$ cat src/rtl/fetch_ctrl_pkg.sv
// fetch_ctrl_pkg: shared state encoding and width helpers for the row fetch controller.
// Latency: n/a (types and constants only).
// Backpressure: n/a.
// Contents: fetch_state_t, default row/byte geometry, ROW_W/BYTE_W and matching width helpers.
package fetch_ctrl_pkg;

  typedef enum logic [2:0] {
    IDLE      = 3'd0,
    REQ       = 3'd1,
    WAIT_DATA = 3'd2,
    UNPACK    = 3'd3,
    DONE      = 3'd4
  } fetch_state_t;

  localparam int NUM_ROWS      = 9;
  localparam int BYTES_PER_ROW = 8;

  // Row counter must be able to hold NUM_ROWS itself (the "all rows done" value).
  function automatic int row_w(input int n_rows);
    return $clog2(n_rows + 1);
  endfunction

  // Byte counter width, never narrower than one bit.
  function automatic int byte_w(input int n_bytes);
    return (n_bytes > 1) ? $clog2(n_bytes) : 1;
  endfunction

  localparam int ROW_W  = $clog2(NUM_ROWS + 1);
  localparam int BYTE_W = $clog2(BYTES_PER_ROW);

endpackage

$ cat src/rtl/fetch_ctrl_row_unpacker.sv
// row_unpacker: holds one fetched word and emits it one byte per cycle, LSB byte first.
// Latency: byte 0 is presented the cycle after i_load; one byte per cycle while enabled.
// Backpressure: i_full stalls the shift and the byte counter, so no byte is dropped.
// Ports: i_load/i_word capture a word; i_en marks the unpack phase; i_full is the target FIFO's flag;
//        o_byte is the current byte, o_wr the write strobe, o_last marks the final byte of the word.
module row_unpacker #(
  parameter int DATA_WIDTH    = 8,
  parameter int BYTES_PER_ROW = 8,
  parameter int MEM_WIDTH     = 64,
  parameter int BYTE_W        = 3
) (
  input  logic                  i_clk,
  input  logic                  i_rst_n,
  input  logic                  i_load,
  input  logic [MEM_WIDTH-1:0]  i_word,
  input  logic                  i_en,
  input  logic                  i_full,
  output logic [DATA_WIDTH-1:0] o_byte,
  output logic                  o_wr,
  output logic                  o_last
);

  logic [MEM_WIDTH-1:0] r_shift;
  logic [BYTE_W-1:0]    r_cnt;

  assign o_byte = r_shift[DATA_WIDTH-1:0];
  assign o_wr   = i_en & ~i_full;
  assign o_last = (r_cnt == BYTE_W'(BYTES_PER_ROW - 1));

  always_ff @(posedge i_clk or negedge i_rst_n) begin
    if (!i_rst_n) begin
      r_shift <= '0;
      r_cnt   <= '0;
    end else if (i_load) begin
      r_shift <= i_word;
      r_cnt   <= '0;
    end else if (o_wr) begin
      r_shift <= r_shift >> DATA_WIDTH;
      // Wrap explicitly so non-power-of-two byte counts restart cleanly.
      r_cnt   <= o_last ? '0 : r_cnt + 1'b1;
    end
  end

endmodule

$ cat src/rtl/fetch_ctrl.sv
// fetch_ctrl: issues one word read per row and unpacks each word byte-wise into that row's FIFO.
// Latency: per row 1 request cycle + memory latency + BYTES_PER_ROW write cycles; done pulses after the last row.
// Backpressure: i_mem_waitrequest holds the request stable; i_fifo_full[row] stalls unpacking without data loss.
// Ports: i_start/i_base_addr from the control FSM; o_mem_address/o_mem_read/i_mem_* form the Avalon-style read port;
//        o_fifo_wdata + one-hot o_fifo_wren drive the FIFO bank, i_fifo_full comes back; o_busy/o_done/o_err status.
// Optional: define FETCH_CTRL_TIMEOUT_EN to add a WAIT_DATA watchdog that re-issues the read and sets sticky o_err.
module fetch_ctrl
  import fetch_ctrl_pkg::*;
#(
  parameter int DATA_WIDTH     = 8,
  parameter int MEM_WIDTH      = 64,
  parameter int ADDR_WIDTH     = 32,
  parameter int NUM_ROWS       = 9,
  parameter int BYTES_PER_ROW  = 8,
  parameter int TIMEOUT_CYCLES = 64
) (
  input  logic                  i_clk,
  input  logic                  i_rst_n,
  input  logic                  i_start,
  input  logic [ADDR_WIDTH-1:0] i_base_addr,
  output logic [ADDR_WIDTH-1:0] o_mem_address,
  output logic                  o_mem_read,
  input  logic [MEM_WIDTH-1:0]  i_mem_readdata,
  input  logic                  i_mem_readdatavalid,
  input  logic                  i_mem_waitrequest,
  output logic [DATA_WIDTH-1:0] o_fifo_wdata,
  output logic [NUM_ROWS-1:0]   o_fifo_wren,
  input  logic [NUM_ROWS-1:0]   i_fifo_full,
  output logic                  o_busy,
  output logic                  o_done,
  output logic                  o_err
);

  localparam int RW = row_w(NUM_ROWS);
  localparam int BW = byte_w(BYTES_PER_ROW);

  if ((MEM_WIDTH != DATA_WIDTH * BYTES_PER_ROW) || (TIMEOUT_CYCLES < 1)) begin : g_bad_params
    $error("fetch_ctrl: MEM_WIDTH must equal DATA_WIDTH*BYTES_PER_ROW and TIMEOUT_CYCLES must be >= 1");
  end

  fetch_state_t          r_state;
  fetch_state_t          w_state_nxt;
  logic [ADDR_WIDTH-1:0] r_base;
  logic [RW-1:0]         r_row;
  logic [RW-1:0]         w_row_inc;
  logic [NUM_ROWS-1:0]   w_row_sel;
  logic                  w_full_sel;
  logic                  w_start_acc;
  logic                  w_load;
  logic                  w_wr;
  logic                  w_last;
  logic                  w_row_done;
  logic                  w_timeout;
  logic [DATA_WIDTH-1:0] w_byte;

  // Row decode from the registered row counter only; in DONE the row equals
  // NUM_ROWS so no bit is selected, which keeps o_fifo_wren one-hot or zero.
  always_comb begin
    w_row_sel = '0;
    for (int r = 0; r < NUM_ROWS; r++) begin
      w_row_sel[r] = (r_row == RW'(r));
    end
  end

  assign w_full_sel  = |(i_fifo_full & w_row_sel);
  assign w_start_acc = (r_state == IDLE) && i_start;
  assign w_load      = (r_state == WAIT_DATA) && i_mem_readdatavalid;
  assign w_row_inc   = r_row + RW'(1);
  assign w_row_done  = w_wr && w_last;

  row_unpacker #(
    .DATA_WIDTH    (DATA_WIDTH),
    .BYTES_PER_ROW (BYTES_PER_ROW),
    .MEM_WIDTH     (MEM_WIDTH),
    .BYTE_W        (BW)
  ) u_unpacker (
    .i_clk   (i_clk),
    .i_rst_n (i_rst_n),
    .i_load  (w_load),
    .i_word  (i_mem_readdata),
    .i_en    (r_state == UNPACK),
    .i_full  (w_full_sel),
    .o_byte  (w_byte),
    .o_wr    (w_wr),
    .o_last  (w_last)
  );

`ifdef FETCH_CTRL_TIMEOUT_EN
  localparam int TW = $clog2(TIMEOUT_CYCLES + 1);

  logic [TW-1:0] r_to_cnt;
  logic          r_err;

  // Counts cycles spent in WAIT_DATA; any other state clears it, so every
  // entry into WAIT_DATA starts from zero.
  always_ff @(posedge i_clk or negedge i_rst_n) begin
    if (!i_rst_n) begin
      r_to_cnt <= '0;
    end else if (r_state != WAIT_DATA) begin
      r_to_cnt <= '0;
    end else begin
      r_to_cnt <= r_to_cnt + 1'b1;
    end
  end

  assign w_timeout = (r_state == WAIT_DATA) && !i_mem_readdatavalid &&
                     (r_to_cnt == TW'(TIMEOUT_CYCLES - 1));

  always_ff @(posedge i_clk or negedge i_rst_n) begin
    if (!i_rst_n) begin
      r_err <= 1'b0;
    end else if (w_start_acc) begin
      r_err <= 1'b0;
    end else if (w_timeout) begin
      r_err <= 1'b1;
    end
  end

  assign o_err = r_err;
`else
  assign w_timeout = 1'b0;
  assign o_err     = 1'b0;
`endif

  always_ff @(posedge i_clk or negedge i_rst_n) begin
    if (!i_rst_n) begin
      r_state <= IDLE;
      r_base  <= '0;
      r_row   <= '0;
    end else begin
      r_state <= w_state_nxt;
      if (w_start_acc) begin
        r_base <= i_base_addr;
        r_row  <= '0;
      end else if (w_row_done) begin
        r_row <= w_row_inc;
      end
    end
  end

  always_comb begin
    w_state_nxt   = r_state;
    o_mem_read    = 1'b0;
    o_mem_address = '0;
    o_fifo_wren   = '0;
    o_fifo_wdata  = w_byte;
    o_busy        = (r_state != IDLE);
    o_done        = 1'b0;
    unique case (r_state)
      IDLE: begin
        if (i_start) w_state_nxt = REQ;
      end
      REQ: begin
        o_mem_read    = 1'b1;
        // Address wraps modulo 2^ADDR_WIDTH by truncation.
        o_mem_address = r_base + ADDR_WIDTH'(r_row);
        if (!i_mem_waitrequest) w_state_nxt = WAIT_DATA;
      end
      WAIT_DATA: begin
        if (i_mem_readdatavalid) begin
          w_state_nxt = UNPACK;
        end else if (w_timeout) begin
          w_state_nxt = REQ;
        end
      end
      UNPACK: begin
        o_fifo_wren = w_wr ? w_row_sel : '0;
        if (w_row_done) begin
          w_state_nxt = (w_row_inc == RW'(NUM_ROWS)) ? DONE : REQ;
        end
      end
      DONE: begin
        o_done      = 1'b1;
        w_state_nxt = IDLE;
      end
      default: w_state_nxt = IDLE;
    endcase
  end

endmodule

$ cat config.mk
export PLATFORM = sky130hd
export DESIGN_NAME = fetch_ctrl
export DESIGN_NICKNAME = d
export VERILOG_FILES = /design/src/rtl/fetch_ctrl_pkg.sv /design/src/rtl/fetch_ctrl_row_unpacker.sv /design/src/rtl/fetch_ctrl.sv
export SDC_FILE = /design/constraint.sdc
export NUM_CORES = 1
export LEC_CHECK = 0
export BUFFER_PORTS_ARGS = -buffer_cell sky130_fd_sc_hd__clkbuf_2
export CAP_MARGIN = 20
export CORE_ASPECT_RATIO = 0.7
export CORE_MARGIN = 1.5
export CORE_UTILIZATION = 48
export DETAILED_ROUTE_END_ITERATION = 8
export PLACE_DENSITY = 0.84
export SYNTH_ARGS = -nofsm -noshare
export SYNTH_HDL_FRONTEND = slang
export SYNTH_SLANG_ARGS = --single-unit
export TNS_END_PERCENT = 5
$ cat constraint.sdc
create_clock -name i_clk -period 2.1 [get_ports i_clk]
set_input_delay 0.105 -clock i_clk [delete_from_list [all_inputs] [get_ports i_clk]]
set_output_delay 0.105 -clock i_clk [all_outputs]
set_load 0.01 [all_outputs]
==> flow_summary.toml, run 1 <==
[run_status]
status = "complete, but fails checks"
violations = "negative setup slack"

[synth]
synth-async-reset-ratio = 1.00
synthFlopType = "dfrtp_1"
ys_ff_latch = 106
seq_area_frac_synth = 0.464
synth_nets = 714
synth_warnings = 0
synth_cell_types = 54
synth_edf_count = 0
syn_area_um2 = 5720
avgSynthCellArea_um2 = 9.66
netlist_instances = 592

[route]
dr.pass1.iters = 7
first_iter_violations = 562
vias_per_cell = 5.49
drt-total-wl_um = 16100
postRouteAntennaNets = 0
routedWlPerCell_um = 16.5
drc = 0
vias = 5357

[finish]
syn_to_final_growth_pct = 36.0
fillers = 937
nNetsFinal = 936
multi_input_area_um2 = 2900
drive_above_1_share = 0.342
seq_area_um2 = 2660
finish.instance_area_um2 = 7780
antenna_cells = 0

[floorplanning]
ioPinCount = 163
floorplan.initialDensity = 0.491
die_h_um = 94.3
fp-row-count = 33
dieArea_um2 = 12600
core_area_um2 = 11600
chipWidth_um = 133

[cts]
cts_tree = "built"
cts.sinks = 106
htreeDepth = 3
cts.path.max_buffers = 2
root_buffer = "clkbuf_16"
cts-buffers-inserted = 9
clkTransAtPathRegs_ns = 0.07
clk_latency_ns = 0.34

[critical_path]
critPathArrivalTime_ns = 2.32
crit_fanout = 5
reg2reg_depth = 9
cp-start-kind = "flop"
cp.required_ns = 2.00
path_class = "flop to output port"
r2r-end = "r_state[0]"
reg2reg_slack_ns = -0.09
endpoint_kind = "output port"
reg2reg_from = "r_row[0]"

[pwr]
p_seq_frac = 0.340
switching_share = 0.397
p_leak_nw = 3.93
power_switching_mw = 3.43
comb_power_share = 0.472
pwr-share-clk = 0.187
irDropWorstVdd_uv = 1400
powerDensity_nw_per_um2 = 1110
p_int_mw = 5.23

[timing]
rsz0062_at_grt = "true"
finalCritPeriodShare = 1.15
setup_tns_ns = -11.06
finalHoldViolCount = 0
fin_crit_ns = 2.42
finalMaxSlewViolations = 0
fin_worst_skew_ns = 0.00829
fin_ws_ns = -0.322
fmax_ghz = 0.413
final-setup-viol-count = 103

[flow_run]
drv_cap = 0

[grt]
grt_usage = 0.254
grt_pass1_vias = 5321
antenna_found_initial = 0
grt_max_degree = 66
grt_overflow = 0
grt_first_pass_wirelength_um = 25500

[placed_design]
place.gp.congestion = 0.922
dp.final_hpwl_um = 11100
post_dp_cell_area_um2 = 6890
dpl_worst_slack_ns = -0.206
io_buffers = 161

[worst_hold_path]
min-delay-start = "i_base_addr[30]"
whs_endpoint = "r_base[30]"
hold_depth = 3
holdCritPathClass = "primary input to flop"
worst max-delay path by stage:
stage                        end  startpoint  slack (ns)  cells past startpoint
6_report       o_mem_address[20]    r_row[0]       -0.32                      9
5_1_grt        o_mem_address[26]    r_row[0]       -0.41                      9
4_1_cts        o_mem_address[26]    r_row[0]       -0.31                      9
3_5_place_dp   o_mem_address[30]    r_row[0]       -0.21                      9
3_3_place_gp   o_mem_address[30]    r_row[0]       -0.10                      9
2_1_floorplan     o_fifo_wren[8]    r_row[1]       -0.05                     10
cells in the mapped netlist (2+ instances only):
| cell | count | share of area |
|---|---|---|
| a211oi_1 | 4 | 0.0053 |
| a21oi_1 | 6 | 0.0053 |
| a221o_1 | 56 | 0.098 |
| a32o_1 | 2 | 0.0035 |
| and2_1 | 61 | 0.067 |
| and3_1 | 14 | 0.015 |
| and4_1 | 2 | 0.0031 |
| buf_2 | 4 | 0.0035 |
| buf_4 | 11 | 0.014 |
| buf_6 | 8 | 0.016 |
| clkbuf_1 | 21 | 0.014 |
| dfrtp_1 | 106 | 0.46 |
| ha_1 | 11 | 0.024 |
| inv_1 | 9 | 0.0059 |
| mux2_2 | 2 | 0.0039 |
| mux2i_1 | 4 | 0.0070 |
| nand2_1 | 123 | 0.081 |
| nand3_1 | 16 | 0.014 |
| nand4_1 | 11 | 0.012 |
| nor2_1 | 35 | 0.023 |
| nor2b_1 | 3 | 0.0033 |
| nor3_1 | 6 | 0.0053 |
| nor4b_2 | 2 | 0.0053 |
| o21ai_0 | 18 | 0.016 |
| or2_2 | 2 | 0.0022 |
| xnor2_1 | 8 | 0.012 |
| xor2_1 | 20 | 0.031 |
routing by layer:
metal	global-route usage	share of wire	routed length, um
met1	0.343	0.43	6960
met2	0.410	0.48	7640
met3	0.0556	0.072	1150
met4	0.0815	0.019	312
met5	0	0	0
layout make-up:
type                       count  share of cell area
inverter                       9             0.00434
clock buffer                  11              0.0312
sequential                   106               0.342
multi-input combinational    430               0.373
tap                          157              0.0253
timing repair buffer         258               0.219
clock inverter                 5             0.00579
placed cells by master (no fill, tap or decap), types with 3 or more instances in the layout:
master / n
buf_2: 6
inv_1: 7
buf_4: 52
xor2_1: 20
dfrtp_1: 103
a211oi_2: 3
nand4_1: 11
clkbuf_16: 9
ha_1: 6
a21oi_2: 3
and2_1: 60
mux2i_1: 4
clkbuf_2: 154
buf_12: 5
xnor2_1: 8
nand3_1: 15
nor2_1: 34
nand2_1: 122
a21oi_1: 3
dlygate4sd3_1: 39
a221o_1: 56
nor3_1: 4
and3_1: 12
nor2b_1: 3
dfrtp_2: 3
o21ai_0: 17
ha_4: 3
cell families (layout without fill, tap and decap cells):
| kind of cell | after synthesis | after routing | synth area share |
|---|---|---|---|
| flip-flops | 106 | 106 | 0.464 |
| multiplexers | 6 | 6 | 0.0109 |
| adder cells (fa/ha/maj) | 12 | 12 | 0.0276 |
| XOR/XNOR | 28 | 28 | 0.0429 |
| buffers and inverters | 56 | 283 | 0.0576 |
| other | 1 | 1 | 0.000656 |
| AND/OR/NAND/NOR | 287 | 287 | 0.251 |
| AO/OA/AOI/OAI | 96 | 96 | 0.145 |
power groups by stage:
| stage | sequential [mW] | combinational (mW) | clock [mW] |
|---|---|---|---|
| final | 2.95 | 4.09 | 1.62 |
| after global routing | 3.00 | 4.46 | 1.75 |
| after CTS | 2.92 | 3.98 | 1.66 |
| after detailed placement | 2.95 | 3.69 | 0 |
| after global placement | 2.92 | 3.57 | 0 |
| after floorplan | 2.83 | 2.78 | 0 |
flip-flops by register name, indices dropped and copies added (netlist names):
signal / flops
u_unpacker.r_cnt: 3
r_row: 4
r_state: 3
u_unpacker.r_shift: 64
r_base: 32
stage by stage:
stage / utilization / std cells / power [mW] / hold WS (ns)
CTS: 0.663 / 973 / 8.57 / 0.00326
floorplan: - / 592 / 5.61 / -0.191
global route: 0.668 / 976 / 9.21 / 0.0209
finish: 0.668 / 976 / 8.66 / 0.00923
global placement: 0.592 / 911 / 6.49 / 0.0813
detailed placement: 0.592 / 911 / 6.64 / 0.0913
critical path, cell delays in order, from the launching register on:
cell	delay [ns]
dfrtp_2	0.46
ha_4	0.18
fa_2	0.36
a211oi_2	0.20
buf_4	0.18
or2_4	0.17
nor3_1	0.08
xnor2_1	0.12
nor2_1	0.10
buf_2	0.15
what timing repair did:
item,4_1_cts,5_1_grt
setup buffers,8,3
hold buffers,39,0
setup endpoints to repair,106,109
pin swaps,19,7
resized for setup,24,14
endpoints found under the hold margin,70,0
No activity file was read; power rests on OpenSTA's default activity.
==> inputs of run 2 (changes only) <==
--- a/config.mk
+++ b/config.mk
@@ -7,11 +7,14 @@
 export LEC_CHECK = 0
 export BUFFER_PORTS_ARGS = -buffer_cell sky130_fd_sc_hd__clkbuf_2
 export CAP_MARGIN = 20
+export CELL_PAD_IN_SITES_DETAIL_PLACEMENT = 2
+export CELL_PAD_IN_SITES_GLOBAL_PLACEMENT = 2
 export CORE_ASPECT_RATIO = 0.7
 export CORE_MARGIN = 1.5
-export CORE_UTILIZATION = 48
+export CORE_UTILIZATION = 28
 export DETAILED_ROUTE_END_ITERATION = 8
-export PLACE_DENSITY = 0.84
+export PLACE_DENSITY = 0.81
+export SKIP_LAST_GASP = 1
 export SYNTH_ARGS = -nofsm -noshare
 export SYNTH_HDL_FRONTEND = slang
 export SYNTH_SLANG_ARGS = --single-unit
==> run 2 against run 1 <==
The run still ends with negative setup slack left. Global-route usage fell by 5.3 points. Sequential power barely moved. Combinational power rose by 12%. Non-clock buffer count rose by 16. Wire length rose by 37%. Setup slack got worse by 0.15 ns. Largest power group unchanged.
==> flow_summary.toml, run 2 (synthesized netlist as in run 1, its figures left out) <==
[run_status]
status = "complete, but fails checks"
violations = "negative setup slack"

[route]
first_iter_violations = 241
vias = 5496
drc = 0
dr.pass1.iters = 4
drt-total-wl_um = 22000
postRouteAntennaNets = 0
routedWlPerCell_um = 19.9
vias_per_cell = 4.97

[floorplanning]
dieArea_um2 = 21300
ioPinCount = 163
die_h_um = 123
core_area_um2 = 19900
fp-row-count = 43
floorplan.initialDensity = 0.287
chipWidth_um = 174

[grt]
antenna_found_initial = 0
grt_usage = 0.201
grt_first_pass_wirelength_um = 33400
grt_max_degree = 107
grt_pass1_vias = 5927
grt_overflow = 0

[pwr]
irDropWorstVdd_uv = 916
powerDensity_nw_per_um2 = 1140
p_leak_nw = 4.08

[cts]
cts_tree = "built"
root_buffer = "clkbuf_16"
htreeDepth = 3
cts.sinks = 106
cts.path.max_buffers = 2
clk_latency_ns = 0.35
cts-buffers-inserted = 9
clkTransAtPathRegs_ns = 0.08

[timing]
maxSlewHeadroom = 0.582
setup_tns_ns = -22.82
worstMarginPinSlew_ns = 0.627
fin_worst_skew_ns = 0.0110
fmax_ghz = 0.389
final-setup-viol-count = 110
finalHoldViolCount = 0
fin_ws_ns = -0.472
rsz0062_at_grt = "true"
finalCritPeriodShare = 1.22
fin_crit_ns = 2.57
finalMaxSlewViolations = 0

[placed_design]
dp.final_hpwl_um = 14800
io_buffers = 161
post_dp_cell_area_um2 = 7140
place.gp.congestion = 0.823
dpl_worst_slack_ns = -0.392

[critical_path]
cp-startpoint = "r_row[0]"
cp-start-kind = "flop"
cp.required_ns = 2.00
critPathArrivalTime_ns = 2.47
crit_slowest_cell = "dfrtp_2"
crit_fanout = 3
cpPeakStageDelay_ns = 0.45
worstPathCellList = "ha_4 > fa_2 > a211oi_4 > buf_6 > nor2_4 > buf_4 > nand2_2 > o21ai_1 > a21oi_1 > buf_2"
reg2reg_from = "r_row[1]"
endpoint_kind = "output port"
path_class = "flop to output port"

[worst_hold_path]
min-delay-start = "i_mem_readdata[3]"
holdCritPathClass = "primary input to flop"

[finish]
final_common_cell = "clkbuf_2"
utilization = 0.412
antenna_cells = 0
fillers = 2184
layout_common_cells = "clkbuf_2 (155), nand2_1 (121), dfrtp_1 (103)"
largest_registers = "u_unpacker.r_shift: 64 flops, r_base: 32 flops, r_row: 4 flops"
drive_above_1_share = 0.354
finish.instance_area_um2 = 8190
syn_to_final_growth_pct = 43.3
nNetsFinal = 952
largest_reg_flops = 64
top_register = "u_unpacker.r_shift"

[flow_run]
drv_cap = 0
run 2: cell types whose count changed in the layout (fill, tap and decap cells not counted), sizes merged:
cell,delta
buf,+13
inv,+1
dlygate4sd3,+2
clkinv,-1
bufinv,+1
run 2: path summary, 6_finish.rpt:
| path | to | cells past startpoint | slack (ns) |
|---|---|---|---|
| min | u_unpacker.r_shift[3] | 3 | 0.05 |
| max reg2reg | u_unpacker.r_shift[34] | 9 | -0.19 |
| max in group asynchronous | u_unpacker.r_shift[18] | 3 | 1.21 |
| max | o_mem_address[30] | 10 | -0.47 |
| min in group asynchronous | r_base[23] | 3 | 0.39 |
| min reg2reg | u_unpacker.r_shift[55] | 1 | 0.52 |
run 2: layer usage:
metal,GRT usage,share of wire,up-vias,routed length [um]
li1,-,-,2536,-
met1,0.272,0.46,2830,10100
met2,0.343,0.49,104,10900
met3,0.0282,0.033,26,725
met4,0.0474,0.016,0,348
met5,0,0,-,0
run 2: what timing repair did:
| action | CTS | global route |
|---|---|---|
| gates cloned | 0 | 1 |
| setup buffers | 2 | 13 |
| hold buffers | 41 | 0 |
| pin swaps | 6 | 12 |
| gates resized for setup | 12 | 41 |
| endpoints found under the setup margin | 110 | 112 |
| hold endpoints to repair | 146 | 0 |
run 2: final cells by class:
| type | count | area, um^2 | area share |
|---|---|---|---|
| inverters | 9 | 33.8 | 0.00412 |
| clock inverters | 6 | 82.6 | 0.0101 |
| repair buffers | 274 | 1900 | 0.232 |
| clock buffers | 10 | 239 | 0.0292 |
| multi-input cells | 430 | 2940 | 0.359 |
| flip-flops and latches | 106 | 2660 | 0.324 |
| well taps | 270 | 338 | 0.0412 |
run 2: stage by stage:
stage,power (mW),hold slack [ns],std cells
after floorplan,5.61,-0.191,592
after global placement,6.79,0.226,1034
after detailed placement,6.96,0.226,1034
after CTS,9.00,0.0371,1092
after global routing,9.94,0.0521,1105
final,9.37,0.0524,1105
run 2: report_power, final:
part / total, mW / internal [mW] / leakage, nW / switching [mW]
Sequential: 2.97 / 2.53 / 1.42 / 0.438
Combinational: 4.59 / 2.06 / 2.51 / 2.53
Clock: 1.82 / 0.986 / 0.154 / 0.829
Total: 9.37 / 5.57 / 4.08 / 3.80
run 2: worst max-delay path, delay by kind of cell (launching register included):
family,cells,cell delay [ns]
buffers and inverters,3,0.50
adder cells (fa/ha/maj),2,0.55
flip-flops,1,0.45
AO/OA/AOI/OAI,3,0.52
AND/OR/NAND/NOR,2,0.10
==> inputs of run 3 (changes only) <==
--- a/config.mk
+++ b/config.mk
@@ -9,7 +9,7 @@
 export CAP_MARGIN = 20
 export CELL_PAD_IN_SITES_DETAIL_PLACEMENT = 2
 export CELL_PAD_IN_SITES_GLOBAL_PLACEMENT = 2
-export CORE_ASPECT_RATIO = 0.7
+export CORE_ASPECT_RATIO = 1.75
 export CORE_MARGIN = 1.5
 export CORE_UTILIZATION = 28
 export DETAILED_ROUTE_END_ITERATION = 8
==> run 3 against run 2 <==
The run still ends with negative setup slack left. Sequential cell count is the same. Die area is essentially flat. Total power shrank 0.82%. Sequential power is essentially flat. Critical path depth shrank 3. Utilization shrank 1.3 points. Largest power group unchanged.
==> flow_summary.toml, run 3 (synthesized netlist as in run 1, its figures left out) <==
[cts]
clkTransAtPathRegs_ns = 0.09
cts-buffers-inserted = 9
cts.sinks = 106
clk_latency_ns = 0.38
htreeDepth = 3
root_buffer = "clkbuf_16"
cts.path.max_buffers = 2
cts_tree = "built"

[critical_path]
cp-start-kind = "flop"
crit_fanout = 6
critPathArrivalTime_ns = 2.59
cp.required_ns = 2.00
path_class = "flop to output port"
endpoint_kind = "output port"
reg2reg_slack_ns = -0.27

[finish]
seq_area_um2 = 2660
top_register = "u_unpacker.r_shift"
multi_input_area_um2 = 2930
syn_to_final_growth_pct = 40.7
utilization = 0.398
nNetsFinal = 946
final_common_cell = "clkbuf_2"
antenna_cells = 0
layout_common_cells = "clkbuf_2 (160), nand2_1 (122), dfrtp_1 (102)"
fillers = 2226
largest_registers = "u_unpacker.r_shift: 64 flops, r_base: 32 flops, r_row: 4 flops"
largest_reg_flops = 64
drive_above_1_share = 0.353

[route]
vias_per_cell = 5.19
top_layer_used = "met5"
first_iter_violations = 258
dr.pass1.iters = 5
wl_met1_um = 8580
drc = 0
vias = 5594
dr_wl_met2_um = 13200
drt-total-wl_um = 23700
postRouteAntennaNets = 0
routedWlPerCell_um = 22.0
met3WireLength_um = 1080

[timing]
fin_ws_ns = -0.593
worstMarginPinSlew_ns = 0.675
finalHoldViolCount = 0
final-setup-viol-count = 112
finalMaxSlewViolations = 0
fmax_ghz = 0.371
fin_crit_ns = 2.69
setup_tns_ns = -33.09
rsz0062_at_grt = "true"
finalCritPeriodShare = 1.28
maxSlewHeadroom = 0.550
fin_worst_skew_ns = 0.0118

[placed_design]
io_buffers = 161
place.gp.congestion = 0.790
dpl_worst_slack_ns = -0.171
dp.final_hpwl_um = 14500

[pwr]
irDropWorstVdd_uv = 775
p_leak_nw = 4.00
powerDensity_nw_per_um2 = 1160

[run_status]
violations = "negative setup slack"
status = "complete, but fails checks"

[floorplanning]
ioPinCount = 163
die_h_um = 192
dieArea_um2 = 21300
chipWidth_um = 111
core_area_um2 = 20200
floorplan.initialDensity = 0.283
fp-row-count = 69

[grt]
grt_max_degree = 65
grt_overflow = 0
grt_usage = 0.223
grt_pass1_vias = 6434
grt_first_pass_wirelength_um = 36400
antenna_found_initial = 1

[flow_run]
drv_cap = 0

[worst_hold_path]
holdCritPathClass = "primary input to flop"
run 3: layout make-up:
type / instances / area share
Sequential cell: 106 / 0.330
Multi-Input combinational cell: 430 / 0.365
Tap cell: 248 / 0.0386
Inverter: 9 / 0.00420
Timing Repair Buffer: 268 / 0.224
Clock inverter: 6 / 0.0101
Clock buffer: 10 / 0.0285
run 3: report_power, final:
group	internal (mW)	leakage, nW	switching [mW]	total (mW)
combinational	1.92	2.43	2.53	4.45
clock	0.957	0.151	0.921	1.88
sequential	2.53	1.41	0.433	2.96
run 3: timing repair:
action / CTS / global route
hold buffers: 39 / 0
resized for setup: 24 / 12
endpoints found under the setup margin: 102 / 114
setup buffers: 5 / 5
hold endpoints to repair: 85 / 0
pin swaps: 3 / 8
run 3: final timing paths:
path                                            start                endpoint  cells past startpoint
worst max-delay path                         r_row[1]        o_mem_address[9]                      7
worst min register to register  u_unpacker.r_shift[2]   u_unpacker.r_shift[2]                      1
max in group asynchronous                     i_rst_n               r_base[0]                      3
worst max register to register               r_row[1]   u_unpacker.r_shift[1]                      8
worst min-delay path               i_mem_readdata[62]  u_unpacker.r_shift[62]                      3
min in group asynchronous                     i_rst_n   u_unpacker.r_shift[5]                      2
run 3: per-layer routing:
| metal | vias to the layer above | track usage |
|---|---|---|
| met1 | 2839 | 0.228 |
| met2 | 188 | 0.424 |
| met3 | 46 | 0.0476 |
| met5 | - | 0 |
| met4 | 2 | 0.112 |
| li1 | 2519 | - |
run 3: worst max-delay path, stage by stage, from the launching register on:
cell and delay, ns:
dfrtp_2 0.48, ha_1 0.39, a21oi_4 0.11, o22ai_4 0.18
or3b_2 0.54, xor2_1 0.19, nor2_1 0.15, clkbuf_2 0.17
run 3: metrics by stage:
step	total power, mW	std cells	area, um^2	hold WS, ns
after detailed placement	6.99	1014	7120	0.200
after floorplan	5.61	592	5750	-0.191
after CTS	9.09	1073	7950	0.00361
final	9.29	1077	8050	0.0169
after global routing	9.86	1077	8050	0.0183
after global placement	6.81	1014	7120	0.190
